## config.mk

```make
export PLATFORM = sky130hd
export DESIGN_NAME = play_sequencer
export DESIGN_NICKNAME = d
export VERILOG_FILES = /design/src/rtl/play_sequencer.sv
export SDC_FILE = /design/constraint.sdc
export NUM_CORES = 1
export LEC_CHECK = 0
export ABC_AREA = 1
export BUFFER_PORTS_ARGS = -buffer_cell sky130_fd_sc_hd__buf_2
export CAP_MARGIN = 20
export CELL_PAD_IN_SITES_DETAIL_PLACEMENT = 1
export CELL_PAD_IN_SITES_GLOBAL_PLACEMENT = 1
export CORE_MARGIN = 2
export CORE_UTILIZATION = 25
export DETAILED_ROUTE_END_ITERATION = 7
export PLACE_DENSITY = 0.5
export SYNTH_ARGS = -nofsm -noshare
export SYNTH_HDL_FRONTEND = slang
export SYNTH_SLANG_ARGS = --single-unit
```

## constraint.sdc

```tcl
create_clock -name clk -period 4.2 [get_ports clk]
set_input_delay 1.05 -clock clk [delete_from_list [all_inputs] [get_ports clk]]
set_output_delay 1.05 -clock clk [all_outputs]
set_load 0.02 [all_outputs]
```

## src/rtl/play_sequencer.sv

```systemverilog
// play_sequencer: PLAY-phase sequencer for the rhythm game.
// This module steps through the selected song's note ROM one beat at a time.
// Each beat opens a hit window, judges button pulses against the pending lanes,
// keeps a saturating score, and raises finish when the song ends.
// Optional feature macro: COMBO_BONUS_EN.
//   When defined, the module adds a 4-bit combo output. While combo >= 8,
//   each hit scores double.
//
// state  | meaning
// IDLE   | waiting for a valid start
// FETCH  | two cycles: the ROM address is presented, then the lane mask is loaded
// BEAT   | tick runs 0..BEAT_TICKS-1; hits are judged while tick < HIT_WIN
// DONE   | song complete; finish stays high until a valid start arrives
module play_sequencer #(
  parameter int BEAT_TICKS = 25_000_000,
  parameter int HIT_WIN    = 5_000_000,
  parameter int SONG_LEN   = 64,
  parameter int SCORE_W    = 10
) (
  input  logic               clk,
  input  logic               rst,
  input  logic               start,
  input  logic               abort,
  input  logic [1:0]         song_id,
  input  logic [2:0]         btn_pulse,
  output logic [7:0]         rom_addr,
  input  logic [2:0]         rom_data,
  output logic [2:0]         note_lanes,
  output logic [SCORE_W-1:0] score,
  output logic               hit,
  output logic               miss,
  output logic               busy,
  output logic               finish
`ifdef COMBO_BONUS_EN
  ,
  output logic [3:0]         combo
`endif
);

  localparam int TICK_W = $clog2(BEAT_TICKS);

  typedef enum logic [1:0] {S_IDLE, S_FETCH, S_BEAT, S_DONE} state_t;

  state_t             state_q, state_d;
  logic [TICK_W-1:0]  tick_q;
  logic               fetch_q;
  logic [5:0]         beat_idx_q;
  logic [1:0]         song_q;
  logic               accept_start, fetch_done, beat_end, last_beat;
  logic [2:0]         acc;
  logic [1:0]         pop;
  logic [2:0]         inc;
  logic [SCORE_W:0]   score_sum;
  logic [SCORE_W-1:0] score_sat;
`ifdef COMBO_BONUS_EN
  logic               had_lanes_q;
`endif

  assign rom_addr  = {song_q, beat_idx_q};
  assign busy      = (state_q == S_FETCH) || (state_q == S_BEAT);
  assign finish    = (state_q == S_DONE);
  assign last_beat = (beat_idx_q == 6'(SONG_LEN - 1));

  // Next-state logic and control strobes. Abort overrides every transition.
  always_comb begin
    state_d      = state_q;
    accept_start = 1'b0;
    fetch_done   = 1'b0;
    beat_end     = 1'b0;
    case (state_q)
      S_IDLE, S_DONE: begin
        if (start && song_id != 2'd0) begin
          accept_start = 1'b1;
          state_d      = S_FETCH;
        end
      end
      S_FETCH: begin
        if (fetch_q) begin
          fetch_done = 1'b1;
          state_d    = S_BEAT;
        end
      end
      S_BEAT: begin
        if (tick_q == TICK_W'(BEAT_TICKS - 1)) begin
          beat_end = 1'b1;
          state_d  = last_beat ? S_DONE : S_FETCH;
        end
      end
      default: state_d = S_IDLE;
    endcase
    if (abort) begin
      state_d      = S_IDLE;
      accept_start = 1'b0;
      fetch_done   = 1'b0;
      beat_end     = 1'b0;
    end
  end

  // Hit judging: find the accepted lanes, compute the score increment, and saturate the new score.
  always_comb begin
    acc = 3'b000;
    if (state_q == S_BEAT && tick_q < TICK_W'(HIT_WIN) && !abort)
      acc = btn_pulse & note_lanes;
    pop = 2'(acc[0]) + 2'(acc[1]) + 2'(acc[2]);
`ifdef COMBO_BONUS_EN
    inc = (combo >= 4'd8) ? {pop, 1'b0} : {1'b0, pop};
`else
    inc = {1'b0, pop};
`endif
    score_sum = {1'b0, score} + (SCORE_W + 1)'(inc);
    score_sat = score_sum[SCORE_W] ? '1 : score_sum[SCORE_W-1:0];
  end

  // State register.
  always_ff @(posedge clk) begin
    if (rst) state_q <= S_IDLE;
    else     state_q <= state_d;
  end

  // Datapath: fetch sequencing, beat timer, lane bookkeeping, score and pulses.
  always_ff @(posedge clk) begin
    if (rst) begin
      tick_q      <= '0;
      fetch_q     <= 1'b0;
      beat_idx_q  <= '0;
      song_q      <= '0;
      note_lanes  <= '0;
      score       <= '0;
      hit         <= 1'b0;
      miss        <= 1'b0;
`ifdef COMBO_BONUS_EN
      combo       <= '0;
      had_lanes_q <= 1'b0;
`endif
    end else begin
      hit  <= 1'b0;
      miss <= 1'b0;
      if (abort) begin
        note_lanes <= '0;
        tick_q     <= '0;
        fetch_q    <= 1'b0;
`ifdef COMBO_BONUS_EN
        combo      <= '0;
`endif
      end else begin
        if (accept_start) begin
          song_q     <= song_id;
          beat_idx_q <= '0;
          score      <= '0;
          fetch_q    <= 1'b0;
`ifdef COMBO_BONUS_EN
          combo      <= '0;
`endif
        end
        if (state_q == S_FETCH) begin
          fetch_q <= ~fetch_q;
          if (fetch_done) begin
            note_lanes  <= rom_data;
            tick_q      <= '0;
`ifdef COMBO_BONUS_EN
            had_lanes_q <= |rom_data;
`endif
          end
        end
        if (state_q == S_BEAT) begin
          tick_q <= tick_q + 1'b1;
          if (acc != 3'b000) begin
            hit        <= 1'b1;
            score      <= score_sat;
            note_lanes <= note_lanes & ~acc;
          end
          if (beat_end) begin
            tick_q     <= '0;
            note_lanes <= '0;
            miss       <= |note_lanes;
            if (!last_beat) beat_idx_q <= beat_idx_q + 1'b1;
`ifdef COMBO_BONUS_EN
            if (|note_lanes)                    combo <= '0;
            else if (had_lanes_q && combo != 4'hf) combo <= combo + 1'b1;
`endif
          end
        end
      end
    end
  end

endmodule

```

==> results_dict.tcl <==
set metrics [dict create \
    status "completed" \
    p_comb_share_pct 5.7 \
    dieArea_sq_um 14000 \
    multiInputGateArea_sq_um 1930 \
    wl_um 10400 \
    relSlewSlack_pct 61.6 \
    worst-endpoint-arrival_ps 3700 \
    yosysSeqAreaShare_pct 31.2 \
    ff_latch_area_sq_um 1020 \
    hold_viol_final 0 \
    final.period_utilization_pct 83.7 \
    route.detailed.drc 0 \
    syn_area_sq_um 3270 \
    cts_setup_buffers 0 \
    async_flop_share_pct 0 \
    post_cts_resized 0 \
    grt_pass1_vias 3399 \
    antenna_left 0 \
    slew_violations 0 \
    drt_pass1_iterations 5 \
    final_area_sq_um 3810 \
    grt-ovfl-total 0 \
    dpl_cell_area_sq_um 3620 \
    cellInternalPower_w 0.000846 \
    synth_edf_count 0 \
    clk_pin_slew_ps 70 \
    ioPinCount 37 \
    endpoint_kind "flop" \
    synth_cells 499 \
    rsz0062_at_grt "false" \
    syn_to_final_growth_pct 16.5 \
    synth.top_cells.by_area "dfxtp_1, nand2_1, nand3_1, nor2_1, inv_1" \
    tns_ps 0 \
    crit_required_ps 4380 \
    pwr-share-seq_pct 44.4 \
    initial_core_util_pct 25.7 \
    place.gp.congestion 0.785 \
    fmax_mhz 284 \
    ys_types 42 \
    chipWidth_um 118 \
    htreeDepth 2 \
    crit_type "in2reg" \
    hpwl_um 7980 \
    vias 3301 \
    avgSynthCellArea_sq_um 6.56 \
    cts.sink_count 51 \
    synth_top_area_share_pct 31.2 \
    setup_viol 0 \
    rows 41 \
    drt-vias-per-instance 4.67 \
    cts_root_buffer "clkbuf_16" \
    maxCapViolCount 0 \
    wl_per_cell_um 14.7 \
    powerDensity_nw_per_um2 288 \
    drive_above_1_share_pct 16.3 \
    port_buffers 36 \
    n_antenna_cell 0 \
    crit_fanout 4 \
    ys_seq_elements 51 \
    ir_worst_vdd_uv 148 \
    synth_nets 520 \
    pwr-share-clk_pct 49.9 \
    power.switching_w 0.000252 \
    antenna_found_initial 0 \
    ys_warn_count 0 \
    grt.total_usage_pct 15.7 \
    coreArea_sq_um 12700 \
    ctsHoldBuffers 0 \
    final_nets 555 \
    drtIter0Drc 116 \
    grt_max_degree 20 \
    cp-start-kind "input port" \
    tightestPinTransition_ps 575 \
    yosys_most_used_dff "dfxtp_1" \
    grt_pass1_wl_um 17500 \
    regToRegSetupSlack_ps 930 \
    clkLatencyLatePin_ps 300 \
    cellLeakagePower_nw 1.58 \
    finalClockSkew_ps 4.69 \
    fill_cells 1668 \
    clk_path_buf_depth 2 \
    swShare_pct 22.9 \
    dp_cells 699 \
    fin_cells 707 \
    cts_tree "done" \
    die_h_um 118 \
    yosys.area.top_type "dfxtp_1" \
    hold_path.class "reg2reg" \
    cts_buffers 5 \
    period_needed_ps 3520 \
]
[power groups by stage]
| stage | combinational [W] | clock [W] | sequential, W |
|---|---|---|---|
| after floorplan | 0.0000391 | 0 | 0.000500 |
| after global placement | 0.0000631 | 0 | 0.000499 |
| after detailed placement | 0.0000634 | 0 | 0.000499 |
| after CTS | 0.0000637 | 0.000573 | 0.000488 |
| after global routing | 0.0000704 | 0.000592 | 0.000488 |
| final | 0.0000625 | 0.000547 | 0.000488 |
[worst paths after layout]
kind / from / endpoint / cells past startpoint
min reg2reg: song_q[1] / song_q[1] / 2
max: abort / score[7] / 20
min: song_q[1] / song_q[1] / 2
max reg2reg: state_q[0] / score[7] / 22
[sequential cells by signal (all words and copies together) (netlist names)]
register,cells
beat_idx_q,6
fetch_q,1
hit,1
miss,1
note_lanes,3
score,10
song_q,2
state_q,2
tick_q,25
[critical path, stage by stage]
cell	delay [ps]
buf_2	130
nor2_2	210
nand3_1	150
a21oi_4	230
nand3_1	160
inv_1	100
fa_1	420
ha_1	220
nand2_1	70
inv_1	30
o21ai_0	270
nor2_1	110
nand3_1	130
inv_1	70
nand2_1	60
nand2_1	40
nor2_1	80
nand2_1	50
nand2_1	60
nor2_1	30
[layout make-up]
class,count,share of cell area [%]
multi-input combinational,370,50.7
sequential,51,26.8
inverter,67,6.60
tap,172,5.64
timing repair buffer,39,5.32
clock buffer,6,3.38
clock inverter,2,1.58
[cell usage after synthesis, types with 4 or more instances]
master and n:
nand2_1 117, nor2_1 62, inv_1 57, dfxtp_1 51, nand3_1 49, a21oi_1 30
nor3_1 19, o21ai_0 15, nand4_1 14, nor2_2 9, inv_2 8, ha_1 7
xor2_1 6, clkbuf_1 4, nand2_2 4, nand2_4 4, or2_2 4
[layer usage]
layer / share of wire (%) / vias up / track usage, %
met3: 3.1 / 7 / 3.43
li1: - / 1690 / -
met1: 52 / 1565 / 21.8
met4: 0.99 / 0 / 3.57
met5: 0 / - / 0
met2: 44 / 39 / 24.9
[stage by stage]
step / setup WS [ps] / hold WS, ps / power (W) / util [%]
after global routing: 409 / 508 / 0.00115 / 30.0
after global placement: 426 / 453 / 0.000562 / 28.5
final: 684 / 463 / 0.00110 / 30.0
after CTS: 684 / 474 / 0.00112 / 30.0
after detailed placement: 359 / 456 / 0.000563 / 28.5
after floorplan: 848 / 462 / 0.000539 / -
[cells in the final DEF, fill, tap and decap left out, drive strengths merged, types with 2 or more instances in the layout]
cell    instances
nor3b           3
nor2           73
clkinv          2
o21ai          17
nor3           20
nor4            2
fa              2
nand4          14
nand3b          2
buf            39
a21oi          32
nand2         125
xnor2           3
nand3          53
inv            65
clkbuf          6
dfxtp          51
ha              7
or2             4
bufinv          2
xor2            6
[cell families (layout without fill, tap and decap cells)]
logic type | after synthesis | after routing | share of synthesized area, %
AND/OR/NAND/NOR | 296 | 296 | 42.8
adder cells (fa/ha/maj) | 9 | 9 | 3.90
flip-flops | 51 | 51 | 31.2
buffers and inverters | 78 | 114 | 9.75
AO/OA/AOI/OAI | 56 | 56 | 9.98
XOR/XNOR | 9 | 9 | 2.41
No activity file was read; power rests on OpenSTA's default activity.
